`src/rtl/bexkat1_idecode.sv`:
```
// bexkat1 decode stage: splits the fetched word into fields, builds the immediate,
// stalls fetch on read-after-write hazards and registers the result into ID/EX.
module bexkat1_idecode #(
  parameter int          NREG_BITS = 4,
  parameter logic [31:0] RESET_PC  = 32'h0
) (
  input  logic                 clk_i,
  input  logic                 rst_i,
  input  logic [63:0]          ir_i,
  input  logic [31:0]          pc_i,
  input  logic                 stall_i,
  input  logic                 flush_i,
  input  logic                 ex_wvalid_i,
  input  logic [NREG_BITS-1:0] ex_wreg_i,
  input  logic                 mem_wvalid_i,
  input  logic [NREG_BITS-1:0] mem_wreg_i,
  output logic                 stall_o,
  output logic [NREG_BITS-1:0] rf_raddr0_o,
  output logic [NREG_BITS-1:0] rf_raddr1_o,
  output logic                 valid_o,
  output logic [3:0]           type_o,
  output logic [3:0]           op_o,
  output logic [NREG_BITS-1:0] ra_o,
  output logic [NREG_BITS-1:0] rb_o,
  output logic [NREG_BITS-1:0] rc_o,
  output logic [31:0]          imm_o,
  output logic                 wen_o,
  output logic                 exc_o,
  output logic [31:0]          pc_o
);

  logic [31:0]          ir_lo;
  logic                 d_bubble;
  logic [3:0]           d_type;
  logic [3:0]           d_op;
  logic [NREG_BITS-1:0] d_ra;
  logic [NREG_BITS-1:0] d_rb;
  logic [NREG_BITS-1:0] d_rc;
  logic [31:0]          d_imm;
  logic                 d_wen;
  logic                 d_exc;
  logic [2:0]           src_rd;
  logic [2:0]           src_hit;
  logic [NREG_BITS-1:0] src_reg [3];
  logic                 hazard;

  logic                 valid_reg;
  logic [3:0]           type_reg;
  logic [3:0]           op_reg;
  logic [NREG_BITS-1:0] ra_reg;
  logic [NREG_BITS-1:0] rb_reg;
  logic [NREG_BITS-1:0] rc_reg;
  logic [31:0]          imm_reg;
  logic                 wen_reg;
  logic                 exc_reg;
  logic [31:0]          pc_reg;

  assign ir_lo    = ir_i[31:0];
  assign d_bubble = (ir_lo == 32'h0);
  assign d_type   = ir_lo[31:28];
  assign d_op     = ir_lo[27:24];
  assign d_ra     = ir_lo[20 +: NREG_BITS];
  assign d_rb     = ir_lo[16 +: NREG_BITS];
  assign d_rc     = ir_lo[12 +: NREG_BITS];
  assign d_imm    = ir_lo[0] ? ir_i[63:32] : {{21{ir_lo[11]}}, ir_lo[11:1]};

  // src_rd bit order: {rc, rb, ra}
  always_comb begin
    src_rd = 3'b000;
    d_wen  = 1'b0;
    d_exc  = 1'b0;
    if (!d_bubble) begin
      case (d_type)
        4'd0: ;
        4'd1: begin src_rd = 3'b110; d_wen = 1'b1; end
        4'd2: begin src_rd = 3'b010; d_wen = 1'b1; end
        4'd3: src_rd = 3'b011;
        4'd4: begin src_rd = 3'b010; d_wen = 1'b1; end
        4'd5: d_wen = 1'b1;
        4'd6: src_rd = 3'b011;
        default: d_exc = 1'b1;
      endcase
    end
  end

  assign src_reg[0] = d_ra;
  assign src_reg[1] = d_rb;
  assign src_reg[2] = d_rc;

  // No forwarding: any in-flight writer of a source register forces a stall.
  genvar gi;
  generate
    for (gi = 0; gi < 3; gi++) begin : g_src
      assign src_hit[gi] = src_rd[gi] &
        ((valid_reg & wen_reg & (ra_reg == src_reg[gi])) |
         (ex_wvalid_i & (ex_wreg_i == src_reg[gi])) |
         (mem_wvalid_i & (mem_wreg_i == src_reg[gi])));
    end
  endgenerate

  assign hazard      = |src_hit;
  assign stall_o     = stall_i | (hazard & ~flush_i);
  assign rf_raddr0_o = d_rb;
  assign rf_raddr1_o = ((d_type == 4'd3) || (d_type == 4'd6)) ? d_ra : d_rc;

  always_ff @(posedge clk_i or posedge rst_i) begin
    if (rst_i) begin
      valid_reg <= 1'b0;
      type_reg  <= 4'h0;
      op_reg    <= 4'h0;
      ra_reg    <= '0;
      rb_reg    <= '0;
      rc_reg    <= '0;
      imm_reg   <= 32'h0;
      wen_reg   <= 1'b0;
      exc_reg   <= 1'b0;
      pc_reg    <= RESET_PC;
    end else if (flush_i || (!stall_i && hazard)) begin
      // Bubble: fields cleared, pc kept
      valid_reg <= 1'b0;
      type_reg  <= 4'h0;
      op_reg    <= 4'h0;
      ra_reg    <= '0;
      rb_reg    <= '0;
      rc_reg    <= '0;
      imm_reg   <= 32'h0;
      wen_reg   <= 1'b0;
      exc_reg   <= 1'b0;
    end else if (!stall_i) begin
      valid_reg <= ~d_bubble;
      type_reg  <= d_type;
      op_reg    <= d_op;
      ra_reg    <= d_ra;
      rb_reg    <= d_rb;
      rc_reg    <= d_rc;
      imm_reg   <= d_bubble ? 32'h0 : d_imm;
      wen_reg   <= d_wen;
      exc_reg   <= d_exc;
      if (!d_bubble)
        pc_reg <= pc_i;
    end
  end

  assign valid_o = valid_reg;
  assign type_o  = type_reg;
  assign op_o    = op_reg;
  assign ra_o    = ra_reg;
  assign rb_o    = rb_reg;
  assign rc_o    = rc_reg;
  assign imm_o   = imm_reg;
  assign wen_o   = wen_reg;
  assign exc_o   = exc_reg;
  assign pc_o    = pc_reg;

endmodule

```
`config.mk`:
```
export PLATFORM = sky130hd
export DESIGN_NAME = bexkat1_idecode
export DESIGN_NICKNAME = d
export VERILOG_FILES = /design/src/rtl/bexkat1_idecode.sv
export SDC_FILE = /design/constraint.sdc
export NUM_CORES = 1
export LEC_CHECK = 0
export CORE_MARGIN = 3
export CORE_UTILIZATION = 40
export DETAILED_ROUTE_END_ITERATION = 12
export GPL_ROUTABILITY_DRIVEN = 0
export PLACE_DENSITY = 0.79
export SLEW_MARGIN = 10
export SYNTH_ARGS = -nofsm -noshare
export SYNTH_HDL_FRONTEND = slang
export SYNTH_SLANG_ARGS = --single-unit
```
`constraint.sdc`:
```
create_clock -name clk_i -period 5.5 [get_ports clk_i]
set_input_delay 0.55 -clock clk_i [delete_from_list [all_inputs] [get_ports clk_i]]
set_output_delay 0.55 -clock clk_i [all_outputs]
set_load 0.05 [all_outputs]
```
**Yosys cells after proc, flatten, opt, wreduce, memory -nomap -nowiden**

Index checks and enable logic that the tools add are counted.
W data, S select, Z words.

- Flip-flop bits (word level): 87
- Bits of input ports: 110
- Output and inout bits: 96
- Logic and storage cells: 90

- Equal/unequal tests: 16
- Mux-type cells: 27
- Bitwise gates (word level): 25
- Reductions and logical operators: 12

Operator list:

| cell | number |
|---|---|
| $mux W32 | 4 |
| $mux W4 | 11 |
| $eq A4 B4 Y1 | 9 |
| $logic_not A32 Y1 | 1 |
| $and A1 B1 Y1 | 14 |
| $eq A4 B3 Y1 const B | 3 |
| $mux W1 | 10 |
| $pmux W3 S3 | 1 |
| $eq A4 B2 Y1 const B | 2 |
| $or A1 B1 Y1 | 7 |
| $reduce_or A7 Y1 | 1 |
| $eq A4 B1 Y1 const B | 1 |
| $logic_not A4 Y1 | 1 |
| $not A1 Y1 | 4 |
| $reduce_or A2 Y1 | 2 |
| $reduce_or A4 Y1 | 1 |
| $mux W3 | 1 |
| $reduce_and A3 Y1 | 1 |
| $reduce_or A3 Y1 | 1 |
| $logic_or A1 B1 Y1 | 2 |
| $ne A2 B1 Y1 const B | 1 |
| $logic_and A1 B1 Y1 | 1 |
| $logic_not A1 Y1 | 1 |

**Longest topological paths before layout**

Gate-level depths: netlist of the first run.

- Word-level depth: 10
- Mapped depth: 10
- Gate-level depth less buffers: 7

**Least setup slack after synthesis of the first run**

Ideal clock, no wire load.

- Path type: input port to output port
- Start point: input ir_i[30]
- End point: output stall_o
- Arrival time: 2.563 ns
- Data required time: 4.950 ns
- Setup slack: 2.387 ns
- Stages: 8
- Path buffers: 2
- Path through: buf_4 > xnor2_2 > nor3b_2 > and4_1 > a311oi_1 > and4b_1 > clkbuf_1 > o21bai_1

- Word-level cells in the longest chain between the ends: 8
- Elaborated cells on any way between the ends: 16
- Those cells by class: eq/ne: 5; mux: 2; bitwise: 5; reduce/logical: 4

RTL lines:

| what | RTL line | RTL |
|---|---|---|
| start: declaration | 9 | `input logic [63:0] ir_i,` |
| $eq A4 B2 Y1 / $eq A4 B3 Y1 (equally long branches) | 73 | `case (d_type)` |
| $reduce_or A2 Y1 (no source line) | n/a |  |
| $pmux W3 S3 | 73 |  |
| $mux W3 * | 72 | `if (!d_bubble) begin` |
| $and A1 B1 Y1 | 94 | `assign src_hit[gi] = src_rd[gi] &` |
| $reduce_or A3 Y1 * | 101 | `assign hazard = \|src_hit;` |
| $and A1 B1 Y1 * | 102 | `assign stall_o = stall_i \| (hazard & ~flush_i);` |
| $or A1 B1 Y1 * | 102 |  |
| end: declaration | 17 | `output logic stall_o,` |

Mark *: on every way between the ends. The rest lies on a longest branch, timed or not.

**Final worst setup path of the first run**

- Start point: input ir_i[28]
- End point: output stall_o

The elaborated chain is that of the path after synthesis.

==> results.json, run 1 <==
{
  "status": "finished clean",
  "grt_usage": 0.2136,
  "layout-area-overhead-vs-synth_pct": 50.95,
  "synth_area_mm2": 0.004369,
  "numPortBuffers": 205,
  "cp_max_fo": 21,
  "avgSynthCellArea_um2": 10.68,
  "vias_per_cell": 5.226,
  "power_leakage_nw": 2.739,
  "root_buffer": "clkbuf_8",
  "ys_seq_elements": 87,
  "cp_top_family": "buffers and inverters",
  "num_io_pins": 206,
  "cp-startpoint": "ir_i[28]",
  "cp_slowest_stage_delay_ps": 870,
  "ctsHoldBuffers": 0,
  "insertion_delay_ps": 350,
  "met2_usage": 0.3612,
  "syn_inst": 409,
  "nets": 700,
  "dp_hpwl_mm": 9.817,
  "async_reset_ff_frac": 1.000,
  "grt-busiest-layer": "met2",
  "relSlewSlack": 0.2801,
  "cts_tree": "done",
  "cts_buffers": 9,
  "drc": 0,
  "cts_setup_buffers": 0,
  "die_area_mm2": 0.01221,
  "wirelength_mm": 13.13,
  "synth_top_family_by_area": "multiplexers",
  "diodes": 0,
  "yosys_warnings": 0,
  "core-area_mm2": 0.01046,
  "crit_path_end_kind": "output port",
  "overflow": 0,
  "drive_gt1_frac": 0.1076,
  "cp_data_required_time_ps": 4950,
  "power.density_mw_per_mm2": 275.9,
  "rsz0062_at_grt": "false",
  "post_drt_wl_per_cell_um": 17.97,
  "ir_worst_vdd_mv": 0.1586,
  "h-tree-depth": 3,
  "die_y_um": 110.5,
  "clock_sinks": 87,
  "setup_viol": 0,
  "netlist.area_leader.share": 0.4983,
  "grt_start_max_net_pins": 88,
  "row_count": 37,
  "fmaxAchievable_mhz": 232.9,
  "start_kind": "input pin",
  "grt_pass1_wl_mm": 21.31,
  "yosysTopAreaCell": "dfrtp_1",
  "critical_path_buf_inv_count": 2,
  "dr_total_vias": 3820,
  "skew_ps": 8.180,
  "maxSlewViolCount": 0,
  "synth-edff-count": 0,
  "path_cells": "clkdlybuf4s50_1 > xnor2_2 > nor3b_2 > and4_1 > a311oi_1 > and4b_1 > o21bai_1 > clkdlybuf4s50_1",
  "critPathMostFrequentCell": "clkdlybuf4s50_1",
  "synth_cell_type_count": 35,
  "worst_pin_slew_ps": 1080,
  "design_area_mm2": 0.006595,
  "regToRegStartpoint": "ra_o[3]",
  "path_class": "input pin to output port",
  "synth_xor_area_frac": 0.07589,
  "initial_core_util": 0.4176,
  "fin_setup_tns_ps": 0,
  "fin_crit_sh": 0.7806,
  "ys.flop_type": "dfrtp_1",
  "synth_compound_area_frac": 0.1005,
  "use_met1": 0.2600,
  "dpl_cell_area_mm2": 0.006417,
  "synth_simple_gate_area_frac": 0.1323,
  "grt_pass1_vias": 3968,
  "drt-initial-drc-count": 209,
  "finalHoldViolations": 0,
  "min_from": "exc_o",
  "grtUsageMet3": 0.06356,
  "ff2ff_setup_slack_ps": 2110,
  "drt_pre_antenna_iters": 4,
  "synth_fa_ha_area_frac": 0,
  "timing.final.crit_period_ps": 4293,
  "yosysSeqAreaShare": 0.4983,
  "syn_nets": 519,
  "worst_ep_arrival_time_ps": 3740,
  "maxCapViolCount": 0,
  "antenna_found_initial": 0,
  "clk_pin_slew_ps": 90,
  "synth_mux_area_frac": 0.1395,
  "synthTopCellsByArea": "dfrtp_1 50%, mux2_4 8.6%, nand2_1 5.2%, a21oi_1 4.8%, xor2_1 4.8%",
  "cts.repair.resized": 0,
  "cp_slowest_cell": "clkdlybuf4s50_1",
  "drtAntennaViolNets": 0,
  "clock_path_buffers": 2,
  "fp.dieW_um": 110.5,
  "hold_path.class": "register to register"
}
## power breakdown
part / total, mW / internal (mW) / switching, mW
sequential: 0.743 / 0.703 / 0.0402
combinational: 0.666 / 0.274 / 0.393
clock: 0.410 / 0.168 / 0.242
total: 1.82 / 1.14 / 0.675
## stage by stage
stage	std cells	hold slack [ps]	setup slack [ps]	util	total power [mW]
floorplan	409	642.8	2387	-	1.161
CTS	731	492.2	1233	0.6304	1.842
global route	731	505.6	1072	0.6304	1.905
detailed placement	715	470.1	1216	0.6134	1.424
global placement	715	460.1	1342	0.6134	1.411
finish	731	485.6	1207	0.6304	1.820
## cells by family (layout without fill, tap and decap cells)
kind of cell,count (synthesis),after routing
compound gates,83,83
xor+xnor,37,37
buf+inv,42,228
flops,87,87
mux,47,47
simple gates,113,113
## placed cells by master (no fill, tap or decap), types with 4 or more instances in the layout
cell type / n
clkdlybuf4s50_1: 205
dfrtp_1: 87
nand2_1: 60
a21oi_1: 42
o21ai_0: 35
mux2_4: 25
xor2_1: 24
nand3b_1: 19
xnor2_1: 12
mux2i_1: 11
mux2_2: 11
nor4_1: 10
clkbuf_8: 9
nor3_1: 6
buf_4: 6
nor2_1: 4
## layout make-up
class | count | area (um2)
Sequential cell | 87 | 2177
Clock buffer | 9 | 123.9
Timing Repair Buffer | 211 | 2097
Tap cell | 136 | 170.2
Inverter | 1 | 5.005
Clock inverter | 7 | 53.80
Multi-Input combinational cell | 280 | 1968
Fill cell | 862 | 3867
## final timing paths
kind,cells after the start,to
max,8,stall_o
min,2,exc_o
max reg2reg,6,pc_o[18]
min reg2reg,2,exc_o
max in group asynchronous,3,op_o[1]
min in group asynchronous,3,pc_o[6]
## state kept, by name, summed over array words and instances, names as in the netlist
register	count
rb_o	4
wen_o	1
valid_o	1
exc_o	1
ra_o	4
type_o	4
imm_o	32
pc_o	32
rc_o	4
op_o	4
## layer usage
layer  vias up  wire [um]
met2       178       6481
met1      1856       5304
met5         -          0
met4         0        301
li1       1762          -
met3        24       1045
## cells in the mapped netlist, types with 2 or more instances
library cell and number:
dfrtp_1 87, buf_8 2, a21oi_1 42, buf_2 8, nor3_1 6, nor4_1 10
buf_6 3, nor2_1 4, xor2_1 24, nand2_1 60, or4_1 2, nor2b_1 2
xnor2_1 12, clkbuf_1 21, o21ai_0 35, buf_4 5, mux2_2 11, clkbuf_2 2
mux2_4 25, nand3b_1 19, nand4_1 3, nand3_1 3, mux2i_1 11
## worst min-delay path: cells and delay by family (launching register included)
kind,cells,cell delay (ps)
AO/OA/AOI/OAI,1,60
AND/OR/NAND/NOR,1,40
flip-flops,1,350
(Power assumes the default switching activity.)
==> run 2, diff against run 1 <==
Settings changed: CORE_UTILIZATION 40 to 37, PLACE_DENSITY 0.79 to 0.76.
Clock period 5.5 ns to 3.6 ns, I/O delays scaled along.
==> results.json, run 2 (synthesized netlist as in run 1, its figures left out) <==
{
  "status": "finished clean",
  "setup_viol": 0,
  "hold_path.class": "register to register",
  "cp_top_family": "buffers and inverters",
  "row_count": 39,
  "dp_slack_ps": 368.2,
  "worst_ep_arrival_time_ps": 2710,
  "regToRegStartpoint": "ra_o[1]",
  "drt-initial-drc-count": 132,
  "seq_area_mm2": 0.002177,
  "crit_path_end_kind": "output port",
  "num_io_pins": 206,
  "maxSlewViolCount": 0,
  "drive_gt1_frac": 0.1152,
  "drtAntennaViolNets": 0,
  "cp_slowest_stage_delay_ps": 700,
  "numPortBuffers": 205,
  "fin_ws_ps": 533.1,
  "initial_core_util": 0.3810,
  "dp_hpwl_mm": 10.04,
  "layout-area-overhead-vs-synth_pct": 55.81,
  "layout_commonest_cell": "clkdlybuf4s50_1",
  "h-tree-depth": 3,
  "final_core_util": 0.5937,
  "grt_pass1_vias": 3927,
  "critPathMostFrequentCell": "clkdlybuf4s50_1",
  "relSlewSlack": 0.2619,
  "fill_cells": 974,
  "rr_worst_depth": 7,
  "grt_start_max_net_pins": 88,
  "rsz0062_at_grt": "false",
  "clk_pin_slew_ps": 60,
  "critical_path_buf_inv_count": 2,
  "drt_pre_antenna_iters": 5,
  "path_cells": "clkdlybuf4s50_1 > xnor2_2 > nor3b_2 > mux2_2 > clkdlybuf4s50_1",
  "cp-startpoint": "ir_i[28]",
  "power_leakage_nw": 2.850,
  "holdWs_ps": 478.1,
  "fin_setup_tns_ps": 0,
  "overflow": 0,
  "vias_per_cell": 5.093,
  "core-area_mm2": 0.01147,
  "power.density_mw_per_mm2": 466.3,
  "antenna_found_initial": 0,
  "path_class": "input pin to output port",
  "dr_total_vias": 3779,
  "insertion_delay_ps": 340,
  "diodes": 0,
  "fin_crit_sh": 0.8519,
  "maxCapViolCount": 0,
  "cts_setup_buffers": 0,
  "ff2ff_setup_slack_ps": 1270,
  "layout_common_cells": "204 x clkdlybuf4s50_1, 87 x dfrtp_1, 60 x nand2_1",
  "die_area_mm2": 0.01315,
  "grt_usage": 0.2032,
  "die_y_um": 114.7,
  "cts_buffers": 9,
  "wirelength_mm": 13.33,
  "fp.dieW_um": 114.7,
  "fmaxAchievable_mhz": 326.1,
  "cp.depth": 5,
  "worst_pin_slew_ps": 1107,
  "cp_max_fo": 9,
  "start_kind": "input pin",
  "post_drt_wl_per_cell_um": 17.97,
  "cts_tree": "done",
  "multi_input_area_mm2": 0.001968,
  "timing.final.crit_period_ps": 3067,
  "endpoint": "rf_raddr1_o[2]",
  "drc": 0,
  "clock_path_buffers": 2,
  "cp_data_required_time_ps": 3240,
  "root_buffer": "clkbuf_16",
  "cp_slowest_cell": "clkdlybuf4s50_1",
  "cts.repair.resized": 0,
  "clock_sinks": 87,
  "ctsHoldBuffers": 0,
  "r2r-end": "pc_o[17]",
  "skew_ps": 7.196,
  "grt_pass1_wl_mm": 20.91,
  "finalHoldViolations": 0,
  "nets": 704,
  "ir_worst_vdd_mv": 0.3493
}
run 2: cell type report:
type	instances	share of cell area
multi-input cells	280	0.2891
clock buffers	10	0.03510
inverters	1	0.0007352
repair buffers	215	0.3158
clock inverters	6	0.01323
flip-flops and latches	87	0.3198
well taps	143	0.02628
run 2: worst min path at each step:
stage | start | cells past startpoint | end
after CTS | imm_o[11] | 2 | imm_o[11]
after global routing | imm_o[5] | 2 | imm_o[5]
after detailed placement | imm_o[11] | 2 | imm_o[11]
final | imm_o[11] | 2 | imm_o[11]
after global placement | imm_o[16] | 2 | imm_o[16]
after floorplan | ir_i[31] | 1 | wen_o
run 2: per-stage QoR:
| step | area (um2) | instances | power, mW |
|---|---|---|---|
| 3_3_place_gp | 6479 | 726 | 2.160 |
| 6_report | 6808 | 742 | 3.175 |
| 4_1_cts | 6808 | 742 | 3.215 |
| 3_5_place_dp | 6479 | 726 | 2.179 |
| 2_1_floorplan | 4369 | 409 | 1.773 |
| 5_1_grt | 6808 | 742 | 3.315 |
run 2: worst register-to-register path, cell delays in order (launching register included):
cell and delay [ps]:
dfrtp_1 460, xor2_1 190, nor3_1 80, a311oi_1 280, and4b_1 320, nand3_4 290
buf_12 290, mux2_4 310
run 2: where the power goes:
group | internal [mW] | switching (mW) | total, mW
registers | 1.08 | 0.0589 | 1.13
logic | 0.422 | 0.601 | 1.02
clock network | 0.632 | 0.386 | 1.02
run 2: metal layers:
metal,global-route usage,vias to the layer above,routed length [um]
met1,0.2470,1820,5224
met4,0.08155,0,286
li1,-,1781,-
met2,0.3306,153,6658
met3,0.06924,25,1163
met5,0,-,0
==> run 3, diff against run 2 <==
Settings changed: CORE_MARGIN 3 to default, CORE_UTILIZATION 37 to 40, PLACE_DENSITY 0.76 to 0.79.
Clock period 3.6 ns to 2.9 ns, I/O delays scaled along.
==> results.json, run 3 (synthesized netlist as in run 1, its figures left out) <==
{
  "timing.final.crit_period_ps": 2677,
  "layout_common_cells": "200 x clkdlybuf4s50_1, 87 x dfrtp_1, 60 x nand2_1",
  "drt_pre_antenna_iters": 4,
  "drive_gt1_frac": 0.1363,
  "power.density_mw_per_mm2": 518.1,
  "cts_buffers": 9,
  "layout_commonest_cell": "clkdlybuf4s50_1",
  "cts_tree": "done",
  "ir_worst_vdd_mv": 0.3154,
  "grt_pass1_wl_mm": 20.56,
  "vias_per_cell": 5.136,
  "design_area_mm2": 0.006749,
  "grt_usage": 0.2320,
  "dpl_cell_area_mm2": 0.006560,
  "cts_setup_buffers": 0,
  "diodes": 0,
  "post_drt_wl_per_cell_um": 17.54,
  "fmaxAchievable_mhz": 373.5,
  "initial_core_util": 0.4176,
  "crit_path_end_kind": "output port",
  "cts.repair.resized": 0,
  "core-area_mm2": 0.01046,
  "dp_hpwl_mm": 10.00,
  "worst_pin_slew_ps": 559.5,
  "grt_pass1_vias": 4010,
  "setup_viol": 0,
  "path_class": "input pin to output port",
  "finalHoldViolations": 0,
  "antenna_found_initial": 0,
  "drt-initial-drc-count": 169,
  "final_core_util": 0.6451,
  "cp_max_fo": 7,
  "fin_total_pwr_mw": 3.497,
  "relSlewSlack": 0.6258,
  "maxCapViolCount": 0,
  "fin_crit_sh": 0.9232,
  "row_count": 37,
  "maxSlewViolCount": 0,
  "clock_sinks": 87,
  "grt_start_max_net_pins": 59,
  "fp.dieW_um": 106.5,
  "h-tree-depth": 3,
  "dr_total_vias": 3826,
  "status": "finished clean",
  "clock_path_buffers": 2,
  "die_area_mm2": 0.01135,
  "root_buffer": "clkbuf_8",
  "fin_setup_tns_ps": 0,
  "drtAntennaViolNets": 0,
  "nets": 714,
  "die_y_um": 106.5,
  "rsz0062_at_grt": "false",
  "worst_ep_arrival_time_ps": 2390,
  "clk_pin_slew_ps": 100,
  "num_io_pins": 206,
  "layout-area-overhead-vs-synth_pct": 54.47,
  "dp_slack_ps": 114.1,
  "wirelength_mm": 13.07,
  "cp_data_required_time_ps": 2610,
  "hold_path.class": "input pin to asynchronous set/reset pin",
  "insertion_delay_ps": 350,
  "start_kind": "input pin",
  "fin_ws_ps": 222.6,
  "skew_ps": 18.00,
  "numPortBuffers": 205,
  "overflow": 0,
  "ctsHoldBuffers": 0,
  "power_leakage_nw": 2.835,
  "drc": 0
}
==> run 3: cell types whose count changed in the layout (fill, tap and decap cells not counted) <==
cell,previous run,this run
buf_4,9,21
clkbuf_16,9,0
clkbuf_8,1,10
clkdlybuf4s50_1,204,200
clkinvlp_4,0,3
buf_12,2,4
bufinv_16,2,0
clkinv_2,3,1
inv_6,1,2
==> run 3: cell type report <==
class                           instances  area (um2)
Sequential cell                        87        2177
Clock inverter                          6       51.30
Inverter                                1       5.005
Fill cell                             885        3714
Tap cell                              136       170.2
Multi-Input combinational cell        280        1968
Clock buffer                           10       137.6
Timing Repair Buffer                  225        2240
==> run 3: worst paths after layout <==
path                            from   endpoint  slack (ps)  cells past startpoint
setup / recovery            ir_i[30]    stall_o         220                      8
hold / removal                 rst_i    pc_o[7]         280                      2
setup reg to reg             ra_o[3]   pc_o[26]         770                      8
hold reg to reg            imm_o[27]  imm_o[27]         490                      2
max in group asynchronous      rst_i  imm_o[28]        1930                      3
min in group clk_i         imm_o[27]  imm_o[27]         490                      2
==> run 3: metal layers <==
layer,vias up,part of all wire,GRT usage
met5,-,0,0
met4,0,0.017,0.06164
met3,19,0.083,0.06560
met2,174,0.49,0.3929
met1,1836,0.41,0.2902
li1,1797,-,-
==> run 3: critical path, cell delays in order <==
cell and delay [ps]:
clkdlybuf4s50_1 570, nor3_1 300, nand4_1 150, nor4_1 220, a311oi_1 80, and4b_1 270
o21bai_1 320, buf_12 190
==> run 3: power breakdown <==
part           leakage [nW]  switching, mW  internal (mW)
registers              1.11         0.0778           1.33
clock network        0.0875          0.453          0.347
logic                  1.64          0.752          0.534
==> run 3: stage by stage <==
stage	instances	hold slack [ps]
2_1_floorplan	409	382.8
5_1_grt	745	317.4
3_5_place_dp	729	469.6
3_3_place_gp	729	459.7
4_1_cts	745	278.4
6_report	745	279.1
